`src/rtl/instr_fetch.sv`:
```
// rtl/instr_fetch.sv - fetch stage: PC, instruction register, valid/ready hand-off to decode
// Branch redirect flushes the IR; halt and end-of-ROM stop fetching until a branch resumes.
module instr_fetch #(
    parameter int PC_W     = 3,
    parameter int INSTR_W  = 16,
    parameter bit WRAP_EN  = 1'b1,
    parameter int RESET_PC = 0
) (
    input  logic               clk,
    input  logic               rst,
    output logic [PC_W-1:0]    rom_addr,
    input  logic [INSTR_W-1:0] rom_instr,
    output logic [INSTR_W-1:0] ir_out,
    output logic [PC_W-1:0]    ir_pc,
    output logic               ir_valid,
    input  logic               dec_ready,
    input  logic               branch_en,
    input  logic [PC_W-1:0]    branch_target,
    input  logic               halt_req,
    output logic               halted
);

    typedef enum logic [1:0] {
        BOOT   = 2'd0,
        RUN    = 2'd1,
        HALTED = 2'd2
    } state_t;

    localparam logic [PC_W-1:0] PC_LAST = {PC_W{1'b1}};

    state_t            state;
    state_t            next_state;
    logic [PC_W-1:0]   pc;
    logic [PC_W-1:0]   pc_next;
    logic              valid_next;
    logic              load_ir;
    logic              consume;

    assign rom_addr = pc;
    assign halted   = (state == HALTED);
    assign consume  = ir_valid && dec_ready;

    always_ff @(posedge clk or posedge rst) begin
        if (rst) begin
            state <= BOOT;
        end else begin
            state <= next_state;
        end
    end

    always_comb begin
        next_state = state;
        pc_next    = pc;
        valid_next = ir_valid;
        load_ir    = 1'b0;
        case (state)
            BOOT: begin
                next_state = RUN;
            end
            RUN: begin
                if (branch_en) begin
                    pc_next    = branch_target;
                    valid_next = 1'b0;
                end else if (halt_req) begin
                    // No new fetch, but a pending IR may still be consumed.
                    next_state = HALTED;
                    if (consume) begin
                        valid_next = 1'b0;
                    end
                end else if (!ir_valid || dec_ready) begin
                    load_ir    = 1'b1;
                    valid_next = 1'b1;
                    if (!WRAP_EN && pc == PC_LAST) begin
                        next_state = HALTED;
                    end else begin
                        pc_next = pc + PC_W'(1);
                    end
                end
            end
            HALTED: begin
                if (branch_en) begin
                    pc_next    = branch_target;
                    valid_next = 1'b0;
                    next_state = RUN;
                end else if (consume) begin
                    valid_next = 1'b0;
                end
            end
            default: begin
                next_state = BOOT;
            end
        endcase
    end

    always_ff @(posedge clk or posedge rst) begin
        if (rst) begin
            pc       <= PC_W'(RESET_PC);
            ir_out   <= '0;
            ir_pc    <= '0;
            ir_valid <= 1'b0;
        end else begin
            pc       <= pc_next;
            ir_valid <= valid_next;
            if (load_ir) begin
                ir_out <= rom_instr;
                ir_pc  <= pc;
            end
        end
    end

endmodule

```
`config.mk`:
```
export PLATFORM = sky130hd
export DESIGN_NAME = instr_fetch
export DESIGN_NICKNAME = d
export VERILOG_FILES = /design/src/rtl/instr_fetch.sv
export SDC_FILE = /design/constraint.sdc
export NUM_CORES = 1
export LEC_CHECK = 0
export ABC_AREA = 1
export BUFFER_PORTS_ARGS = -buffer_cell sky130_fd_sc_hd__buf_2
export CORE_MARGIN = 2
export CORE_UTILIZATION = 45
export DETAILED_ROUTE_END_ITERATION = 12
export GPL_TIMING_DRIVEN = 0
export PLACE_DENSITY = 0.81
export SETUP_SLACK_MARGIN = 0.15
export SYNTH_ARGS = -nofsm -noshare
export SYNTH_HDL_FRONTEND = slang
export SYNTH_SLANG_ARGS = --single-unit
export TNS_END_PERCENT = 1
```
`constraint.sdc`:
```
create_clock -name clk -period 1.8 [get_ports clk]
set_input_delay 0.36 -clock clk [delete_from_list [all_inputs] [get_ports clk]]
set_output_delay 0.36 -clock clk [all_outputs]
set_load 0.02 [all_outputs]
```
---- After elaboration in Yosys (flattened, before gate mapping) ----
Index checks and enable logic that the tools add are counted.
Widths: inputs -> output; s select.
operators by class
  $add $sub $neg .......................... 1
  equality and inequality tests ........... 8
  mux-type cells .......................... 19
  reductions and logical operators ........ 8
operators with widths
  operator             count
  $mux 3               4
  $mux 1               9
  $mux 2               3
  $ne 2x2->1 const B   3
  $ne 3x3->1 const B   2
  $pmux 2 s3           1
  $pmux 3 s2           1
  $ne 4x4->1 const B   1
  $reduce_and 4->1     1
  $add 3x1->3 const B  1
  $reduce_and 3->1     1
  $eq 2x1->1 const B   1
  $eq 2x2->1 const B   1
  $logic_not 2->1      1
  $pmux 1 s2           1
  $reduce_and 2->1     1
  $reduce_bool 2->1    1
  $logic_and 1x1->1    1
  $logic_not 1->1      1
  $logic_or 1x1->1     1
word-level totals
  flip-flop bits (word level) ............. 25
  input bits .............................. 24

---- Longest topological paths before layout ----
Gate-level depths: netlist (run 1).
  depth after elaboration ................. 6
  depth in mapped cells ................... 8
  depth with buffers taken out ............ 8

---- Least setup slack after synthesis (run 1) ----
No wires, ideal clock.
  path kind ............................... register to register
  from .................................... register state[0]
  to ...................................... register pc[2], in the netlist rom_addr[2]
  setup time .............................. 65 ps
  arrival time ............................ 1314 ps
  required time ........................... 1735 ps
  slack ................................... 421 ps
  stages on the path, launching flop included .. 9
  buffers on the path ..................... 0
  clock period less this slack ............ 1379 ps
  cell sequence ........................... dfrtp_1 -> inv_1 -> ha_1 -> inv_1 -> nor2_1 -> nor2_1 -> nand3_1 -> nand2_1 -> nand2_1
between the ends
  cells in the longest elaborated chain, start to end .. 3
  elaborated cells on any way between the ends .. 8
  classes of those cells .................. 5 x eq/ne; 1 x mux; 2 x reduce/logical
ends and longest elaborated chain
  what                                                              RTL line  source
  start: declaration                                                31        state_t state;
  start signal: assignment                                          47        state <= next_state;
  $eq 2x2->1 (*)                                                    n/a
  via halted                                                        20        output logic halted
  $ne 2x2->1 (no source line) or $reduce_bool 2->1 (tied branches)  n/a
  $reduce_and 4->1 (no source line)                                 n/a
  end signal: assignment                                            97        pc <= PC_W'(RESET_PC);
  end signal: assignment                                            102       pc <= pc_next;
  end: declaration                                                  33        logic [PC_W-1:0] pc;
Mark *: on every way through the listed nets, which the timed path passes. The rest lies on a longest branch.
A chain may end at the register's enable or synchronous reset.

---- Worst setup path in the final report (run 1) ----
  from .................................... register state[0]
  to ...................................... output halted
between the ends
  cells in the longest elaborated chain, start to end .. 1
ends and longest elaborated chain
  what              RTL line  source
  $eq 2x2->1        40        assign halted = (state == HALTED);
  end: declaration  20
Every way passes these cells.

==> results.md, run 1 <==
- Synthesized cell area: between 0.001 and 0.0015 mm2
- Initial drt markers: 30
- Largest net degree at the start of global routing: 26
- Slowest stage cell, crit path: sky130_fd_sc_hd__dfrtp_1
- Switching power share of the total: between 40% and 50%
- Element type at the critical path start: flop
- Internal power: approximately 1400 uW
- Die Span Y: 57.7 um
- Data required time at the worst endpoint: approximately 1.4 ns
- Post-detailed-placement half-perimeter wirelength: roughly 1.9 mm
- Largest fanout of any net on the critical path: 6
- Num Clock Sinks: 25
- Root cell of the clock tree: sky130_fd_sc_hd__clkbuf_4
- CP max stage delay: ~0.42 ns
- Path category of the worst min-delay check: input pin to asynchronous set/reset pin
- Clock Path Buffers: 2
- Cell Rows: 19
- Transition time of the tightest slew-check pin: roughly 0.94 ns
- Design area: around 0.0016 mm2
- Number of warning messages in the yosys log: 0
- Setup Total Neg Slack: 0 ns
- Main combinational cell family by area after synthesis: simple AND/OR/NAND/NOR gates
- Xor/xnor share of the synthesized area: 0%
- Post-synthesis share of cell area spent on and, or, nand and nor gates: a little over a fifth
- Total nets after synthesis: approximately 190
- First-pass GRT wire length: 4.26 mm
- Clock share of power: under 10%
- Final routed wirelength across all metal layers: between 2 and 2.5 mm
- Post-layout min period: roughly 1.5 ns
- Synth area leader: sky130_fd_sc_hd__dfrtp_1
- Final Slew Violations: 0
- Global routing usage summed across all routing layers: 16.3%
- Async set-reset flop share out of synthesis: between 90% and 100%
- Die X: between 50 and 60 um
- Initial Utilization: ~47%
- Complex-gate fraction of the synthesized area: 12.6%
- Final hold vios: 0
- CTS tree: yes
- Layout filler cell count: ~260
- Ordered cell list for the critical path: inv_2 > ha_4 > buf_2
- Number of placed instances with taps included: approximately 230
- Die footprint: between 0.003 and 0.004 mm2
- FF+latch count, synth: 25
- PD cells: roughly 1600 mW/mm2
- Total vias in the final route: between 1,000 and 1,500
- Relative area change from synthesis to final layout: 25.0%
- Fin crit share: ~85%
- Total DRC errors in the routed layout: 0
- CP Class: flop to primary output
- Area share of fa/ha/maj cells after synthesis: 5.78%
- Area after DPL: ~0.0016 mm2
- Portion of netlist area occupied by mux cells: 0%
- Skew final: 0.00386 ns
- Share of final-layout standard cells stronger than drive strength 1: a little over a third
- Footprint of the multi-input gates: ~530 um2
- Number of enable flip-flop cells after synthesis: 0
- Peak supply drop: 0.913 mV
- Critical Path End Type: primary output
- # IOs: 48
- Synth Area per Inst: roughly 8.3 um2
- Top cells by instance count after synthesis: sky130_fd_sc_hd__nand2_1, sky130_fd_sc_hd__inv_1, sky130_fd_sc_hd__dfrtp_1
- Dominant cell by count in the synthesized netlist: sky130_fd_sc_hd__nand2_1
- Clock latency at the later pin of the worst-skew pair: 0.32 ns
- Final cell count without fillers: roughly 240
- Leakage power of the design: about 0.00097 uW
- Max-cap viol count: 0
- Gate Count Post-Synth: roughly 160
- Top-area cell type share of the netlist area: roughly 48%
- Detail Route Antenna Nets: 0
- Maximum achievable frequency: between 0.6 and 0.7 GHz
- Via count of the first global-routing pass: around 1,000
- First-pass DRT Iterations: 4
- Largest cells by area after synthesis: sky130_fd_sc_hd__dfrtp_1, sky130_fd_sc_hd__nand2_1, sky130_fd_sc_hd__inv_1
- Initial antenna violation count: 0
- Count of buffers inserted at the top-level ports: between 40 and 50
- Most instantiated flip-flop cell in the synthesis netlist: sky130_fd_sc_hd__dfrtp_1
- Clock input transition at the sequential cells of the worst setup and hold paths: between 0.1 and 0.15 ns
- Post-synthesis sequential area ratio: between 40 and 50%
- Worst rel slew slack: 37.3%
- Global route total overflow: 0
- Quantity of hold-fixing buffers added after cts: 0
- Final layout net count: about 240
- Logic gate share of total power: between 50% and 60%
- RD Place Congestion: just under 0.8
- Switch Pwr: between 1000 and 1500 uW
- Share of power burned in registers: between 30 and 40%
- Outcome: finished clean
- Number of levels the H-tree was split into: 1
- Final Setup Violations: 0
- Wirelength per Cell: between 10 and 15 um
- Sequential Area: between 600 and 700 um2
- RSZ-0062 raised after global routing: true
- Synth unique cells: 17
- Placeable core region: 0.00276 mm2
- Detailed-route vias per instance: 4.68
- Number of buffers inserted during clock tree synthesis: 3
- CP Data Arrival Time: approximately 1.2 ns
- # diodes: 0
-- routing by layer --
layer  vias up  share of wire (%)  track usage [%]
met5         -                  0                0
li1        580                  -                -
met4         0               0.97             4.98
met2        44                 46             26.8
met3         4                8.8             3.57
met1       491                 44             21.6
-- area by class of cell --
cell class                      instances  share of cell area [%]
Tap cell                               31                    2.39
Inverter                               30                    6.94
Buffer                                  4                    2.62
Timing Repair Buffer                   48                    15.0
Multi-Input combinational cell         97                    32.7
Clock buffer                            3                    1.39
Clock inverter                          1                   0.463
Sequential cell                        25                    38.6
-- path summary, 6_finish.rpt --
path	from	to	slack [ns]	depth (start not counted)
min in group clk	rom_instr[9]	ir_out[9]	0.26	3
worst max register to register	state[1]	ir_out[11]	0.36	7
max in group asynchronous	rst	ir_pc[0]	1.01	2
worst max-delay path	state[0]	halted	0.26	3
worst min register to register	ir_pc[0]	ir_pc[0]	0.49	2
worst min-delay path	rst	ir_out[11]	0.22	2
-- layout by cell type (no fill, tap or decap) --
cell,instances
sky130_fd_sc_hd__a21oi_1,1
sky130_fd_sc_hd__inv_1,28
sky130_fd_sc_hd__o211ai_2,1
sky130_fd_sc_hd__clkbuf_4,3
sky130_fd_sc_hd__nand4_1,2
sky130_fd_sc_hd__buf_8,1
sky130_fd_sc_hd__buf_4,1
sky130_fd_sc_hd__nand3_1,7
sky130_fd_sc_hd__inv_2,2
sky130_fd_sc_hd__ha_4,1
sky130_fd_sc_hd__buf_2,47
sky130_fd_sc_hd__buf_6,2
sky130_fd_sc_hd__nand2_2,1
sky130_fd_sc_hd__o21ai_2,11
sky130_fd_sc_hd__nor2_4,1
sky130_fd_sc_hd__nor2_1,9
sky130_fd_sc_hd__ha_1,5
sky130_fd_sc_hd__o21ai_0,10
sky130_fd_sc_hd__nand2_1,48
sky130_fd_sc_hd__clkbuf_2,1
sky130_fd_sc_hd__dfrtp_1,25
sky130_fd_sc_hd__clkinvlp_4,1
-- sequential cells by signal (all words and copies together), names as in the netlist --
| register | flops |
|---|---|
| ir_out | 16 |
| state | 2 |
| rom_addr | 3 |
| ir_pc | 3 |
| ir_valid | 1 |
-- critical path, delay by kind of cell (launching register included) --
kind,cells,cell delay [ns]
flops,1,0.42
buf+inv,2,0.27
fa+ha+maj,1,0.17
-- power groups by stage --
stage	combinational [uW]	clock, uW	sequential, uW
3_5_place_dp	1370	0	985
3_3_place_gp	1340	0	980
4_1_cts	1400	270	965
6_report	1390	258	970
2_1_floorplan	672	0	1270
5_1_grt	1590	290	1000
-- metrics by stage --
step	utilization [%]	worst slack, ns	power, uW	hold slack [ns]
after floorplan	-	0.421	1940	0.387
after global placement	57.0	0.374	2320	0.459
after detailed placement	57.0	0.339	2350	0.465
after CTS	58.5	0.182	2630	0.258
after global routing	58.8	0.149	2880	0.247
final	58.8	0.262	2620	0.222
-- cell families (layout without fill, tap and decap cells) --
| kind of cell | Yosys count | in the layout |
|---|---|---|
| adder cells (fa/ha/maj) | 6 | 6 |
| AO/OA/AOI/OAI | 23 | 23 |
| buffers and inverters | 34 | 86 |
| AND/OR/NAND/NOR | 68 | 68 |
| flip-flops | 25 | 25 |
-- timing repair --
item / CTS / global route
endpoints found under the hold margin: 0 / 0
buffers inserted: 1 / 0
gates cloned: 0 / 0
resized for setup: 1 / 2
setup endpoints to repair: 1 / 1
Note: power is estimated with default switching activity, not from simulation.
==> run 2, diff against run 1 <==
Settings changed: CAP_MARGIN set to 10, CORE_UTILIZATION 45 to 52, PLACE_DENSITY 0.81 to 0.91.
==> results.md, run 2 (synthesis results as in run 1) <==
- Sequential Area: around 630 um2
- Share of final-layout standard cells stronger than drive strength 1: approximately a third
- Global route total overflow: 0
- Num Clock Sinks: 25
- Logic gate share of total power: around 54%
- CP Class: flop to primary output
- Detail Route Antenna Nets: 0
- Placeable core region: around 0.0024 mm2
- Root cell of the clock tree: sky130_fd_sc_hd__clkbuf_4
- CP Data Arrival Time: roughly 1.2 ns
- Max-cap viol count: 0
- RSZ-0062 raised after global routing: false
- Data required time at the worst endpoint: between 1 and 1.5 ns
- Internal power: 1420 uW
- First-pass DRT Iterations: 4
- Worst path setup slack after routing: 0.225 ns
- Post-detailed-placement half-perimeter wirelength: approximately 2 mm
- Final Slew Violations: 0
- Initial drt markers: 17
- Initial Utilization: 53.9%
- Skew final: between 0.002 and 0.0025 ns
- Element type at the critical path start: flop
- Critical Path End Type: primary output
- Worst rel slew slack: between 30% and 40%
- Post-layout min period: 1.57 ns
- Global routing usage summed across all routing layers: 20.0%
- Initial antenna violation count: 0
- Flip-flop count of the largest register, all copies and words added: 16
- First-pass GRT wire length: between 4 and 5 mm
- Slowest stage cell, crit path: sky130_fd_sc_hd__dfrtp_1
- Number of levels the H-tree was split into: 1
- Total vias in the final route: 1,170
- # diodes: 0
- Total DRC errors in the routed layout: 0
- Outcome: finished clean
- Largest net degree at the start of global routing: 26
- Via count of the first global-routing pass: ~1,000
- Clock share of power: about a tenth
- Die Span Y: around 54 um
- Switching power share of the total: between 40% and 50%
- Final Setup Violations: 0
- Cell Rows: 18
- Footprint of the multi-input gates: roughly 530 um2
- Leading cell types in the layout, fill and taps excluded: sky130_fd_sc_hd__nand2_1, sky130_fd_sc_hd__buf_2, sky130_fd_sc_hd__inv_1
- Buffers and inverters on the worst path: 2
- Peak supply drop: 0.958 mV
- Clock Path Buffers: 2
- Layout filler cell count: roughly 220
- Clock latency at the later pin of the worst-skew pair: around 0.31 ns
- Number of buffers inserted during clock tree synthesis: 3
- Leakage power of the design: 0.000969 uW
- PD cells: 1630 mW/mm2
- Final layout net count: roughly 240
- # IOs: 48
- CTS tree: yes
- Setup Total Neg Slack: 0 ns
- Relative area change from synthesis to final layout: 24.6%
- Cell family with most CP delay: flip-flops
- Maximum achievable frequency: roughly 0.63 GHz
- RD Place Congestion: 0.812
- CP max stage delay: 0.41 ns
- Final hold vios: 0
- Clock input transition at the sequential cells of the worst setup and hold paths: approximately 0.13 ns
- Die X: around 54 um
- Most common cell after layout, fill and taps aside: sky130_fd_sc_hd__nand2_1
- Share of power burned in registers: 37.0%
- Register ranked first by flip-flop count: ir_out
- Count of buffers inserted at the top-level ports: 47
- Die footprint: slightly below 0.003 mm2
- Transition time of the tightest slew-check pin: 0.929 ns
- Placement-stage worst setup slack: roughly 0.34 ns
- Final routed wirelength across all metal layers: approximately 2.6 mm
- Largest fanout of any net on the critical path: 6
- Fin crit share: slightly below 90%
- Wirelength per Cell: approximately 11 um
- Ordered cell list for the critical path: inv_1 > ha_4 > buf_2
- Path category of the worst min-delay check: input pin to asynchronous set/reset pin
- Switch Pwr: between 1000 and 1500 uW
- Detailed-route vias per instance: about 4.9
-- run 2: layout make-up --
cell class | instances | area share (%)
Tap cell | 30 | 2.32
Buffer | 4 | 2.63
Sequential cell | 25 | 38.7
Clock buffer | 4 | 1.62
Timing Repair Buffer | 48 | 15.0
Inverter | 30 | 6.96
Multi-Input combinational cell | 97 | 32.8
-- run 2: path summary, 6_finish.rpt --
path	from	endpoint	slack, ns	cells after the start
hold reg to reg	ir_out[11]	ir_out[11]	0.50	2
setup reg to reg	state[1]	ir_out[10]	0.35	7
setup / recovery	state[0]	halted	0.23	3
min in group clk	rom_instr[13]	ir_out[13]	0.28	3
hold / removal	rst	ir_out[3]	0.23	2
max in group asynchronous	rst	ir_out[8]	1.01	2
-- run 2: power groups by stage --
stage / sequential, uW / combinational [uW] / clock, uW
2_1_floorplan: 1270 / 672 / 0
3_3_place_gp: 980 / 1320 / 0
3_5_place_dp: 989 / 1380 / 0
4_1_cts: 970 / 1400 / 251
5_1_grt: 1010 / 1600 / 273
6_report: 974 / 1410 / 247
-- run 2: metal layers --
metal	routed length [um]	GRT usage, %	part of all wire (%)
met1	1120	23.3	43
met2	1280	37.6	49
met3	175	2.78	6.8
met4	17	6.25	0.66
met5	0	0	0
-- run 2: through the flow --
step | std cells | util (%) | power [uW] | hold slack [ns] | instance area, um2
after floorplan | 156 | - | 1940 | 0.387 | 1300
after global placement | 233 | 65.2 | 2310 | 0.459 | 1570
after detailed placement | 233 | 65.2 | 2370 | 0.469 | 1570
after CTS | 238 | 66.7 | 2630 | 0.253 | 1610
after global routing | 238 | 67.1 | 2880 | 0.272 | 1620
final | 238 | 67.1 | 2630 | 0.230 | 1620
-- run 2: worst reg2reg max path: cells and delay by family, from the launching register on --
family | cells | cell delay [ns]
fa+ha+maj | 1 | 0.23
simple gates | 1 | 0.07
flops | 1 | 0.45
buf+inv | 3 | 0.44
compound gates | 2 | 0.18
-- run 2: repair_timing --
item | CTS | global route
pin swaps | 0 | 0
cloned | 0 | 0
hold buffers | 0 | 0
buffers inserted | 1 | 0
resized for setup | 1 | 1
endpoints found under the setup margin | 1 | 1
